`config.mk`:
```
export PLATFORM = sky130hd
export DESIGN_NAME = eth_phy_link_ctrl
export DESIGN_NICKNAME = d
export VERILOG_FILES = /design/src/rtl/eth_phy_link_pkg.sv /design/src/rtl/eth_link_timer.sv /design/src/rtl/eth_phy_link_ctrl.sv
export SDC_FILE = /design/constraint.sdc
export NUM_CORES = 1
export LEC_CHECK = 0
export ABC_AREA = 1
export BUFFER_PORTS_ARGS = -buffer_cell sky130_fd_sc_hd__buf_2
export CAP_MARGIN = 40
export CELL_PAD_IN_SITES_DETAIL_PLACEMENT = 2
export CELL_PAD_IN_SITES_GLOBAL_PLACEMENT = 2
export CORE_MARGIN = 10
export CORE_UTILIZATION = 35
export DETAILED_ROUTE_END_ITERATION = 10
export GPL_TIMING_DRIVEN = 0
export PLACE_DENSITY = 0.84
export SETUP_SLACK_MARGIN = 0.2
export SYNTH_ARGS = -nofsm -noshare
export SYNTH_HDL_FRONTEND = slang
export SYNTH_SLANG_ARGS = --single-unit
```
`constraint.sdc`:
```
create_clock -name rx_clk -period 3.62 [get_ports rx_clk]
set_input_delay 1.086 -clock rx_clk [delete_from_list [all_inputs] [get_ports rx_clk]]
set_output_delay 1.086 -clock rx_clk [all_outputs]
set_load 0.05 [all_outputs]
```
`src/rtl/eth_phy_link_pkg.sv`:
```
// Shared constants for the 10G PHY receive link sequencer: state encodings and widths.
package eth_phy_link_pkg;

  localparam logic [2:0] S_IDLE       = 3'd0;
  localparam logic [2:0] S_PHY_RESET  = 3'd1;
  localparam logic [2:0] S_WAIT_LOCK  = 3'd2;
  localparam logic [2:0] S_STABLE     = 3'd3;
  localparam logic [2:0] S_PRBS_CHECK = 3'd4;
  localparam logic [2:0] S_LINK_UP    = 3'd5;
  localparam logic [2:0] S_RECOVER    = 3'd6;
  localparam logic [2:0] S_FAIL       = 3'd7;

  localparam int ERR_ACCUM_W = 32;
  localparam int RETRY_W     = 4;
  localparam int TIMER_W     = 16;
  localparam int PRBS_SUM_W  = 16;

endpackage

```
`src/rtl/eth_link_timer.sv`:
```
// Loadable, clearable cycle counter with a terminal-count flag; one instance serves every timed state.
module eth_link_timer
  import eth_phy_link_pkg::*;
#(
  parameter int W = TIMER_W
) (
  input  logic         clk,
  input  logic         rst_n,
  input  logic         clr,
  input  logic         en,
  input  logic         load,
  input  logic [W-1:0] load_val,
  input  logic [W-1:0] tc_val,
  output logic         tc
);

  logic [W-1:0] count_q;
  logic [W-1:0] count_d;

  // Clear wins over load, load wins over increment.
  always_comb begin
    count_d = count_q;
    if (clr) begin
      count_d = {W{1'b0}};
    end else if (load) begin
      count_d = load_val;
    end else if (en) begin
      count_d = count_q + {{(W-1){1'b0}}, 1'b1};
    end else begin
      count_d = count_q;
    end
  end

  always_ff @(posedge clk or negedge rst_n) begin
    if (!rst_n) begin
      count_q <= {W{1'b0}};
    end else begin
      count_q <= count_d;
    end
  end

  assign tc = (count_q == tc_val);

endmodule

```
`src/rtl/eth_phy_link_ctrl.sv`:
```
// Link bring-up / recovery sequencer for the 10G PHY receive path (rx_clk domain).
// Optional PRBS31 qualification window is built when ETH_LINK_CTRL_PRBS_EN is defined.
module eth_phy_link_ctrl
  import eth_phy_link_pkg::*;
#(
  parameter int LOCK_TIMEOUT  = 16384,
  parameter int RESET_CYCLES  = 32,
  parameter int STABLE_CYCLES = 1024,
  parameter int MAX_RETRIES   = 7,
  parameter int PRBS_CYCLES   = 4096
) (
  input  logic        rx_clk,
  input  logic        rx_rst_n,
  input  logic        enable,
  input  logic        rx_block_lock,
  input  logic        rx_high_ber,
  input  logic        rx_status,
  input  logic [6:0]  rx_error_count,
  input  logic        serdes_rx_reset_req,
  input  logic        err_clear,
  output logic        phy_rst,
  output logic        serdes_reset,
  output logic        cfg_prbs31_enable,
  output logic        link_up,
  output logic        link_fail,
  output logic [2:0]  state,
  output logic [3:0]  retry_count,
  output logic [31:0] err_accum
);

  localparam logic [TIMER_W-1:0] RESET_TC  = TIMER_W'(RESET_CYCLES - 1);
  localparam logic [TIMER_W-1:0] LOCK_TC   = TIMER_W'(LOCK_TIMEOUT - 1);
  localparam logic [TIMER_W-1:0] STABLE_TC = TIMER_W'(STABLE_CYCLES - 1);
  localparam logic [TIMER_W-1:0] PRBS_TC   = TIMER_W'(PRBS_CYCLES - 1);
  localparam logic [RETRY_W-1:0] RETRY_MAX  = RETRY_W'(MAX_RETRIES);
  localparam logic [RETRY_W-1:0] RETRY_LAST = RETRY_W'(MAX_RETRIES - 1);
  localparam logic [RETRY_W-1:0] RETRY_ONE  = {{(RETRY_W-1){1'b0}}, 1'b1};

  logic [2:0]             state_q, state_d;
  logic [RETRY_W-1:0]     retry_q, retry_d;
  logic [ERR_ACCUM_W-1:0] err_accum_q, err_accum_d;
  logic [ERR_ACCUM_W:0]   err_sum_s;
  logic                   phy_rst_q, phy_rst_d;
  logic                   serdes_reset_q, serdes_reset_d;
  logic                   prbs_en_q, prbs_en_d;
  logic                   link_up_q, link_up_d;
  logic                   link_fail_q, link_fail_d;
  logic                   good_s, stable_ok_s, adding_s;
  logic                   timer_clr_s, timer_en_s, timer_tc_s;
  logic [TIMER_W-1:0]     timer_tc_val_s;

  assign good_s      = rx_block_lock & ~rx_high_ber;
  assign stable_ok_s = good_s & rx_status;
  assign adding_s    = (state_q == S_LINK_UP);

`ifdef ETH_LINK_CTRL_PRBS_EN
  logic [PRBS_SUM_W-1:0] prbs_sum_q, prbs_sum_d, prbs_sum_next_s;
  logic [PRBS_SUM_W:0]   prbs_raw_s;

  // Window sum restarts whenever the FSM is outside PRBS_CHECK.
  always_comb begin
    prbs_raw_s      = {1'b0, prbs_sum_q} + {{(PRBS_SUM_W-6){1'b0}}, rx_error_count};
    prbs_sum_next_s = prbs_raw_s[PRBS_SUM_W] ? {PRBS_SUM_W{1'b1}} : prbs_raw_s[PRBS_SUM_W-1:0];
    prbs_sum_d      = (state_q == S_PRBS_CHECK) ? prbs_sum_next_s : {PRBS_SUM_W{1'b0}};
  end

  always_ff @(posedge rx_clk or negedge rx_rst_n) begin
    if (!rx_rst_n) begin
      prbs_sum_q <= {PRBS_SUM_W{1'b0}};
    end else begin
      prbs_sum_q <= prbs_sum_d;
    end
  end
`endif

  // Next-state and retry bookkeeping; enable=0 overrides everything.
  always_comb begin
    state_d = state_q;
    retry_d = retry_q;
    if (!enable) begin
      state_d = S_IDLE;
    end else begin
      case (state_q)
        S_IDLE: begin
          state_d = S_PHY_RESET;
          retry_d = {RETRY_W{1'b0}};
        end
        S_PHY_RESET: begin
          if (timer_tc_s) state_d = S_WAIT_LOCK;
          else            state_d = S_PHY_RESET;
        end
        S_WAIT_LOCK: begin
          if (serdes_rx_reset_req) state_d = S_RECOVER;
          else if (good_s)         state_d = S_STABLE;
          else if (timer_tc_s)     state_d = S_RECOVER;
          else                     state_d = S_WAIT_LOCK;
        end
        S_STABLE: begin
          if (serdes_rx_reset_req) begin
            state_d = S_RECOVER;
          end else if (!stable_ok_s) begin
            state_d = S_WAIT_LOCK;
          end else if (timer_tc_s) begin
`ifdef ETH_LINK_CTRL_PRBS_EN
            state_d = S_PRBS_CHECK;
`else
            state_d = S_LINK_UP;
            retry_d = {RETRY_W{1'b0}};
`endif
          end else begin
            state_d = S_STABLE;
          end
        end
`ifdef ETH_LINK_CTRL_PRBS_EN
        S_PRBS_CHECK: begin
          if (!good_s) begin
            state_d = S_RECOVER;
          end else if (timer_tc_s) begin
            if (prbs_sum_next_s == {PRBS_SUM_W{1'b0}}) begin
              state_d = S_LINK_UP;
              retry_d = {RETRY_W{1'b0}};
            end else begin
              state_d = S_RECOVER;
            end
          end else begin
            state_d = S_PRBS_CHECK;
          end
        end
`endif
        S_LINK_UP: begin
          if (!good_s || serdes_rx_reset_req) state_d = S_RECOVER;
          else                                state_d = S_LINK_UP;
        end
        S_RECOVER: begin
          if (retry_q >= RETRY_LAST) begin
            state_d = S_FAIL;
            retry_d = RETRY_MAX;
          end else begin
            state_d = S_PHY_RESET;
            retry_d = retry_q + RETRY_ONE;
          end
        end
        S_FAIL: begin
          state_d = S_FAIL;
        end
        default: begin
          state_d = S_IDLE;
        end
      endcase
    end
  end

  // Every state change restarts the shared timer so each timed state begins at zero.
  always_comb begin
    timer_clr_s    = (state_d != state_q);
    timer_en_s     = 1'b0;
    timer_tc_val_s = {TIMER_W{1'b0}};
    case (state_q)
      S_PHY_RESET:  begin timer_en_s = 1'b1; timer_tc_val_s = RESET_TC;  end
      S_WAIT_LOCK:  begin timer_en_s = 1'b1; timer_tc_val_s = LOCK_TC;   end
      S_STABLE:     begin timer_en_s = 1'b1; timer_tc_val_s = STABLE_TC; end
      S_PRBS_CHECK: begin timer_en_s = 1'b1; timer_tc_val_s = PRBS_TC;   end
      default:      begin timer_en_s = 1'b0; timer_tc_val_s = {TIMER_W{1'b0}}; end
    endcase
  end

  eth_link_timer #(.W(TIMER_W)) u_timer (
    .clk      (rx_clk),
    .rst_n    (rx_rst_n),
    .clr      (timer_clr_s),
    .en       (timer_en_s),
    .load     (1'b0),
    .load_val ({TIMER_W{1'b0}}),
    .tc_val   (timer_tc_val_s),
    .tc       (timer_tc_s)
  );

  // Saturating error accumulator; clear while adding loads the current count.
  always_comb begin
    err_sum_s = {1'b0, err_accum_q} + {{(ERR_ACCUM_W-6){1'b0}}, rx_error_count};
    if (err_clear) begin
      err_accum_d = adding_s ? {{(ERR_ACCUM_W-7){1'b0}}, rx_error_count} : {ERR_ACCUM_W{1'b0}};
    end else if (adding_s) begin
      err_accum_d = err_sum_s[ERR_ACCUM_W] ? {ERR_ACCUM_W{1'b1}} : err_sum_s[ERR_ACCUM_W-1:0];
    end else begin
      err_accum_d = err_accum_q;
    end
  end

  // Outputs are decoded from the next state so they line up with the registered state.
  always_comb begin
    phy_rst_d      = (state_d == S_IDLE) || (state_d == S_PHY_RESET) || (state_d == S_FAIL);
    serdes_reset_d = (state_d == S_PHY_RESET);
    link_up_d      = (state_d == S_LINK_UP);
    link_fail_d    = (state_d == S_FAIL);
`ifdef ETH_LINK_CTRL_PRBS_EN
    prbs_en_d      = (state_d == S_PRBS_CHECK);
`else
    prbs_en_d      = 1'b0;
`endif
  end

  always_ff @(posedge rx_clk or negedge rx_rst_n) begin
    if (!rx_rst_n) begin
      state_q        <= S_IDLE;
      retry_q        <= {RETRY_W{1'b0}};
      err_accum_q    <= {ERR_ACCUM_W{1'b0}};
      phy_rst_q      <= 1'b1;
      serdes_reset_q <= 1'b0;
      prbs_en_q      <= 1'b0;
      link_up_q      <= 1'b0;
      link_fail_q    <= 1'b0;
    end else begin
      state_q        <= state_d;
      retry_q        <= retry_d;
      err_accum_q    <= err_accum_d;
      phy_rst_q      <= phy_rst_d;
      serdes_reset_q <= serdes_reset_d;
      prbs_en_q      <= prbs_en_d;
      link_up_q      <= link_up_d;
      link_fail_q    <= link_fail_d;
    end
  end

  assign phy_rst           = phy_rst_q;
  assign serdes_reset      = serdes_reset_q;
  assign cfg_prbs31_enable = prbs_en_q;
  assign link_up           = link_up_q;
  assign link_fail         = link_fail_q;
  assign state             = state_q;
  assign retry_count       = retry_q;
  assign err_accum         = err_accum_q;

endmodule

```
==> metrics.md, run 1 <==
| Metric | Value |
|---|---|
| Outcome | `finished clean` |
| Initial antenna violation count | `0` |
| Critical path class | `input port to register` |
| Port Buffers | `57` |
| Pwr dens | `approximately 580 nW/um^2` |
| CTS tree | `built` |
| Full die area | `16400 um^2` |
| Drc violations | `0` |
| Place WS | `-51.3 ps` |
| Unrepaired setup endpoints after global routing | `no` |
| Async S/R FF share, synth | `100%` |
| Final setup viols | `0` |
| Core ar. | `11400 um^2` |
| Slew headroom | `a little under half` |
| Max-cap violations | `0` |
| Ys Warns | `0` |
| Layout cell share with drive strength beyond 1 | `approximately a fifth` |
| Total iterations of the first detailed-routing run | `4` |
| # IOs | `between 50 and 60` |
| Post-CTS Setup Bufs | `0` |
| RD Place Congestion | `0.802` |
| Total Routing Usage GR | `a little under a fifth` |
| Yosys top cell by area | `dfrtp_1` |
| Post-synth top cells | `nand2_1, inv_1, dfrtp_1, nor2_1, o21ai_0` |
| Placed cell areas | `around 4600 um^2` |
| CP arrival | `3390 ps` |
| Clk_skew | `approximately 5.4 ps` |
| CTS root buffer | `clkbuf_16` |
| Initial core utilization | `a little over a third` |
| Crit Path Max Fanout | `7` |
| Fin crit share | `between 80 and 90%` |
| Final instance area | `between 4000 and 5000 um^2` |
| Final Hold Viols | `0` |
| Dpl hpwl | `about 11 mm` |
| Flop pwr share | `between 20% and 30%` |
| Layout Nets | `~650` |
| Final core area utilization | `around 43%` |
| Slew @ Worst Pin | `between 800 and 900 ps` |
| Synthesized area | `4090 um^2` |
| Final Worst Setup Slack | `approximately 440 ps` |
| Die Y | `roughly 130 um` |
| Post-detailed-route count of antenna-violating nets | `0` |
| Clock Latency Late Sink | `350 ps` |
| Leak | `~0.0025 uW` |
| Via count | `between 4000 and 5000` |
| Ant diodes | `0` |
| Routed wire length per instance | `~19 um` |
| Largest net degree at the start of global routing | `60` |
| Distinct cells, synth | `42` |
| Req. time, crit path | `between 3000 and 4000 ps` |
| Vias in the first global route | `between 4000 and 5000` |
| Primary FF master, synth | `dfrtp_1` |
| First-pass GRT wire length | `~25 mm` |
| Post-synth net total | `about 600` |
| Dominant cells by area after synthesis | `dfrtp_1, nand2_1, inv_1` |
| CTS clk-pin slew, worst paths | `roughly 60 ps` |
| Vias per cell | `~5.3` |
| Total CTS buffers | `9` |
| Die span in x | `about 130 um` |
| Crit. End Element | `register` |
| Final wirelength | `between 10 and 15 mm` |
| Logic pwr share | `a little over a third` |
| FMAX | `0.314 GHz` |
| Most common cell in the netlist | `nand2_1` |
| Internal power | `around 1700 uW` |
| Clock sinks | `between 50 and 60` |
| Avg Inst Size Synth | `around 7.3 um^2` |
| CTS Buffer Depth | `2` |
| Slew Limit Fails | `0` |
| Net Sw Frac | `39.4%` |
| Synth-to-Final Area Change | `20.5%` |
| Rows | `39` |
| Area share of the largest cell type after synthesis | `approximately 35%` |
| Worst min-delay path category | `register to register` |
| FF+latch count, synth | `between 50 and 60` |
| Total gr overflow | `0` |
| CP Launch Type | `input port` |
| Clock power frac | `roughly 38%` |
| Net Sw Power | `approximately 1100 uW` |
| Post-synthesis sequential area ratio | `approximately 36%` |
| H-tree levels | `3` |
| Worst IR Drop VDD | `0.000427 V` |
| Period minus WS final | `~3200 ps` |
| Number of flops mapped to enable cells by yosys | `0` |
| DR iter-0 viols | `about 170` |
| Post-Synthesis Cells | `roughly 560` |
-- power by group through the flow --
stage | logic [uW] | registers [uW] | clock network, uW
2_1_floorplan | 679 | 862 | 0
3_3_place_gp | 974 | 761 | 0
3_5_place_dp | 1010 | 763 | 0
4_1_cts | 1040 | 753 | 1090
5_1_grt | 1130 | 760 | 1110
6_report | 1020 | 753 | 1070
-- flip-flops by register name, summed over array words and instances, names as in the netlist --
register,cells
serdes_reset,1
link_fail,1
link_up,1
u_timer.count_q,16
state,3
retry_count,4
err_accum,32
phy_rst,1
-- cell usage in the layout, fill, tap and decap left out, types with 3 or more instances in the layout --
master / synthesis / routed
nand3_1: 37 / 37
nand2_1: 137 / 137
nand4_1: 15 / 15
o211ai_1: 3 / 3
o21ai_0: 46 / 46
nand2_2: 12 / 12
nor2_4: 12 / 12
dfrtp_1: 58 / 58
clkbuf_1: 8 / 8
clkbuf_16: 0 / 9
nor3b_1: 4 / 4
a22o_1: 3 / 3
clkbuf_8: 0 / 3
bufinv_16: 0 / 3
nor3_1: 17 / 15
nor4_1: 5 / 5
nor2_1: 49 / 49
buf_2: 0 / 56
a21oi_1: 12 / 12
ha_1: 10 / 10
inv_1: 70 / 70
xor2_1: 29 / 29
-- kinds of logic after synthesis --
group | Yosys count | share of synthesized area, %
other cells | 1 | 0.0916
buf+inv | 84 | 8.22
simple gates | 298 | 34.8
compound gates | 73 | 9.93
xor+xnor | 32 | 7.03
mux | 1 | 0.245
fa+ha+maj | 11 | 3.55
flops | 59 | 36.1
-- routing by layer --
metal	GRT usage, %	vias up	wire (um)	share of wire (%)
li1	-	1941	-	-
met5	0	-	0	0
met2	34.1	46	7830	53
met1	21.0	2071	6080	42
met3	3.39	23	436	3.0
met4	7.15	0	296	2.0
-- path summary, 6_finish.rpt --
check | startpoint | endpoint | slack, ps | cells after the start
max | rx_error_count[0] | err_accum[28]$_DFFE_PN0P_ | 440 | 13
max in group asynchronous | rx_rst_n | err_accum[29]$_DFFE_PN0P_ | 2250 | 1
min | err_accum[5]$_DFFE_PN0P_ | err_accum[5]$_DFFE_PN0P_ | 530 | 2
min reg2reg | err_accum[5]$_DFFE_PN0P_ | err_accum[5]$_DFFE_PN0P_ | 530 | 2
max reg2reg | err_accum[0]$_DFFE_PN0P_ | err_accum[28]$_DFFE_PN0P_ | 890 | 12
min in group asynchronous | rx_rst_n | err_accum[18]$_DFFE_PN0P_ | 840 | 1
-- area by class of cell --
type / count / area [um^2]
multi-input cells: 416 / 2290
inverters: 74 / 279
clock inverters: 4 / 95.1
fillers: 1338 / 6480
clock buffers: 12 / 267
well taps: 143 / 179
flip-flops and latches: 59 / 1480
repair buffers: 57 / 288
plain buffers: 10 / 57.6
-- metrics by stage --
step	cells	setup TNS, ps	hold slack (ps)	power, uW
after CTS	775	0	520	2880
after global routing	775	0	569	3010
after global placement	759	0	495	1740
final	775	0	525	2850
after floorplan	559	0	555	1540
after detailed placement	759	-53.9	512	1780
-- worst max-delay path, cell delays in order --
cell and delay (ps):
buf_2 100, ha_1 170, inv_1 60, fa_1 410, o21ai_1 320, a21o_2 280
nand2_1 160, nor2_1 260, nand3_1 150, xor2_1 160, nand2_1 70, nand2_1 80
o21ai_0 90
-- repair_timing --
item	CTS	global route
gates resized for setup	0	3
setup endpoints to repair	0	4
hold buffers	0	0
(Power assumes the default switching activity.)
==> inputs of run 2 (changes only) <==
- ABC_AREA: 1 -> unset
- CORE_UTILIZATION: 35 -> 37
- PLACE_DENSITY: 0.84 -> 0.85
==> run 2 against run 1 <==
Non-clock buffer count up 13. Total power shrank 25%. Worst hold slack improved by 23 ps. Register-to-register slack worse by 130 ps. Count of clock-buffer cells in the layout is 1 lower. Design area decreased by 12%. First-iteration DRC count is 7.0% lower. Sequential share of layout area is 4.0 points higher. Flip-flop and latch count unchanged. Area after synthesis fell by 11%. Sequential power down 2%. Clock skew rose by 3.3 ps. Largest cell class unchanged. Largest power group is now registers.
==> metrics.md, run 2 <==
| Metric | Value |
|---|---|
| Outcome | `finished clean` |
| Final Worst Setup Slack | `349 ps (-90.1 ps)` |
| Period minus WS final | `3270 ps (+90.1 ps)` |
| Synthesized area | `3640 um^2 (-11%)` |
| Ys Warns | `0 (unchanged)` |
| Total gr overflow | `0 (unchanged)` |
| Most common cell in the netlist | `nor2_1` |
| Yosys top cell by area | `dfrtp_1` |
| Vias in the first global route | `4131 (-13%)` |
| Crit Path Max Fanout | `10 (+3)` |
| Die Y | `119 um (-7.0%)` |
| DR iter-0 viols | `160 (-7.0%)` |
| Worst IR Drop VDD | `0.000265 V (-38%)` |
| Via count | `3722 (-8.8%)` |
| Synth-to-Final Area Change | `19.7%` |
| Total power | `2140 uW (-25%)` |
| Slew Limit Fails | `0 (unchanged)` |
| Initial core utilization | `37.6% (+1.7 points)` |
| Layout Nets | `524 (-20%)` |
| Post-detailed-route count of antenna-violating nets | `0 (unchanged)` |
| RD Place Congestion | `0.898 (+12%)` |
| Distinct cells, synth | `57 (+36%)` |
| # IOs | `59 (unchanged)` |
| CP Launch Type | `input port` |
| Total iterations of the first detailed-routing run | `4 (unchanged)` |
| Most Frequent Cell on Critical Path | `a21oi_1` |
| Max reg flops | `32 (unchanged)` |
| Pwr dens | `491 nW/um^2 (-15%)` |
| Post-Place Cells | `617 (-19%)` |
| Leak | `0.00193 uW (-22%)` |
| Ant diodes | `0 (unchanged)` |
| Post-Synthesis Cells | `428 (-23%)` |
| Post-synth top cells | `nor2_1, dfrtp_1, a21oi_1, nand3_1, nor3_1` |
| CTS Buffer Depth | `2 (unchanged)` |
| Fin crit share | `90.4% (+2.5 points)` |
| Routed wire length per instance | `20.5 um (+8.6%)` |
| CP cell instances | `buf_2 -> ha_1 -> a21o_1 -> a21oi_1 -> o21ai_1 -> a31oi_1 -> clkbuf_1 -> o22ai_1 -> a21oi_1 -> nor3_1` |
| Slew headroom | `46.4% (+1.0 points)` |
| Slowest cell on crit path | `a31oi_1` |
| Clk_skew | `8.70 ps (+3.34 ps)` |
| Place WS | `-160 ps (-109 ps)` |
| Final setup viols | `0 (unchanged)` |
| Area share of the largest cell type after synthesis | `39.9% (+4.5 points)` |
| Clock sinks | `59 (unchanged)` |
| Total CTS buffers | `9 (unchanged)` |
| Post-synth net total | `454 (-22%)` |
| Final Hold Viols | `0 (unchanged)` |
| Number of flops mapped to enable cells by yosys | `0 (unchanged)` |
| FF+latch count, synth | `59 (unchanged)` |
| Post-route non-filler standard cell count | `636 (-18%)` |
| Clock Latency Late Sink | `340 ps (about the same)` |
| Critical path class | `input port to register` |
| Async S/R FF share, synth | `100% (unchanged)` |
| CTS tree | `built` |
| Crit. End Element | `register` |
| Layout cell share with drive strength beyond 1 | `17.9% (-0.94 points)` |
| Post-synthesis sequential area ratio | `40.6% (+4.5 points)` |
| CTS root buffer | `clkbuf_8` |
| FMAX | `0.306 GHz (-2.8%)` |
| Req. time, crit path | `3820 ps (about the same)` |
| Initial antenna violation count | `0 (unchanged)` |
| First-pass GRT wire length | `21.7 mm (-12%)` |
| Slowest Stage Delay on Critical Path | `490 ps (+80 ps)` |
| Max-cap violations | `0 (unchanged)` |
| Port Buffers | `56 (-1.8%)` |
| Slew @ Worst Pin | `803 ps (-15.3 ps)` |
| Primary FF master, synth | `dfrtp_1` |
| Rows | `36 (-7.7%)` |
| CTS clk-pin slew, worst paths | `70 ps (about the same)` |
| Worst min-delay path category | `register to register` |
| Final wirelength | `13.1 mm (-11%)` |
| Vias per cell | `5.85 (+11%)` |
| Dominant cells by area after synthesis | `dfrtp_1, nor2_1, a21oi_1` |
| Die span in x | `119 um (-7.0%)` |
| H-tree levels | `3 (unchanged)` |
| Dpl hpwl | `9.28 mm (-12%)` |
| Core ar. | `9680 um^2 (-15%)` |
| Avg Inst Size Synth | `8.50 um^2 (+16%)` |
| Drc violations | `0 (unchanged)` |
| Unrepaired setup endpoints after global routing | `no` |
| CP arrival | `3470 ps (+80 ps)` |
| Largest net degree at the start of global routing | `60 (unchanged)` |
| Most frequent cells in the layout | `buf_2, dfrtp_1, nor2_1, a21oi_1, nand3_1` |
| Final core area utilization | `44.9% (+1.7 points)` |
| Total Routing Usage GR | `18.3% (-0.36 points)` |
| Full die area | `14200 um^2 (-14%)` |
## run 2: final cells by class
cell class	count	area, um^2
clock inverters	5	61.3
multi-input cells	334	2050
repair buffers	59	305
clock buffers	11	151
flip-flops and latches	59	1480
fillers	1105	5330
inverters	14	52.6
well taps	133	166
plain buffers	21	88.8
## run 2: cell families after synthesis
family	count (synthesis)	share of synthesized area (%)
AND/OR/NAND/NOR	192	27.2
AO/OA/AOI/OAI	111	19.6
flip-flops	59	40.6
buffers and inverters	35	3.82
XOR/XNOR	18	4.33
adder cells (fa/ha/maj)	11	3.99
other	1	0.103
multiplexers	1	0.275
## run 2: where the power goes
part | internal [uW] | switching, uW
Clock | 357 | 298
Sequential | 699 | 42.1
Combinational | 219 | 520
## run 2: metal layers
layer  vias up  routed length, um  GRT usage [%]
li1       1714                  -              -
met4         0                117           3.21
met2        76               7080           34.6
met1      1920               5320           20.4
met5         -                  0              0
met3        12                538           4.49
## run 2: critical path, delay by kind of cell
family | cells | cell delay, ps
adder cells (fa/ha/maj) | 1 | 290
AND/OR/NAND/NOR | 1 | 70
buffers and inverters | 2 | 580
AO/OA/AOI/OAI | 6 | 1440
## run 2: repair_timing
action | in CTS | in global routing
hold buffers | 0 | 0
gates resized for setup | 2 | 9
setup endpoints to repair | 4 | 20
pin swaps | 0 | 1
buffers inserted | 0 | 3
## run 2: path summary, 6_finish.rpt
path | start | to | slack [ps] | depth (start not counted)
max | rx_error_count[1] | err_accum[21]$_DFFE_PN0P_ | 350 | 10
min | err_accum[31]$_DFFE_PN0P_ | err_accum[31]$_DFFE_PN0P_ | 550 | 1
max reg2reg | state[2]$_DFF_PN0_ | u_timer.count_q[6]$_DFFE_PN0P_ | 760 | 9
min reg2reg | err_accum[31]$_DFFE_PN0P_ | err_accum[31]$_DFFE_PN0P_ | 550 | 1
max in group asynchronous | rx_rst_n | u_timer.count_q[0]$_DFFE_PN0P_ | 2270 | 1
min in group asynchronous | rx_rst_n | err_accum[3]$_DFFE_PN0P_ | 830 | 1
## run 2: per-stage QoR
stage               hold slack, ps  instance area (um^2)  setup TNS (ps)
floorplan                      501                  3640               0
global placement               514                  4080            -474
detailed placement             541                  4090           -1000
CTS                            555                  4310               0
global route                   605                  4350               0
finish                         549                  4350               0
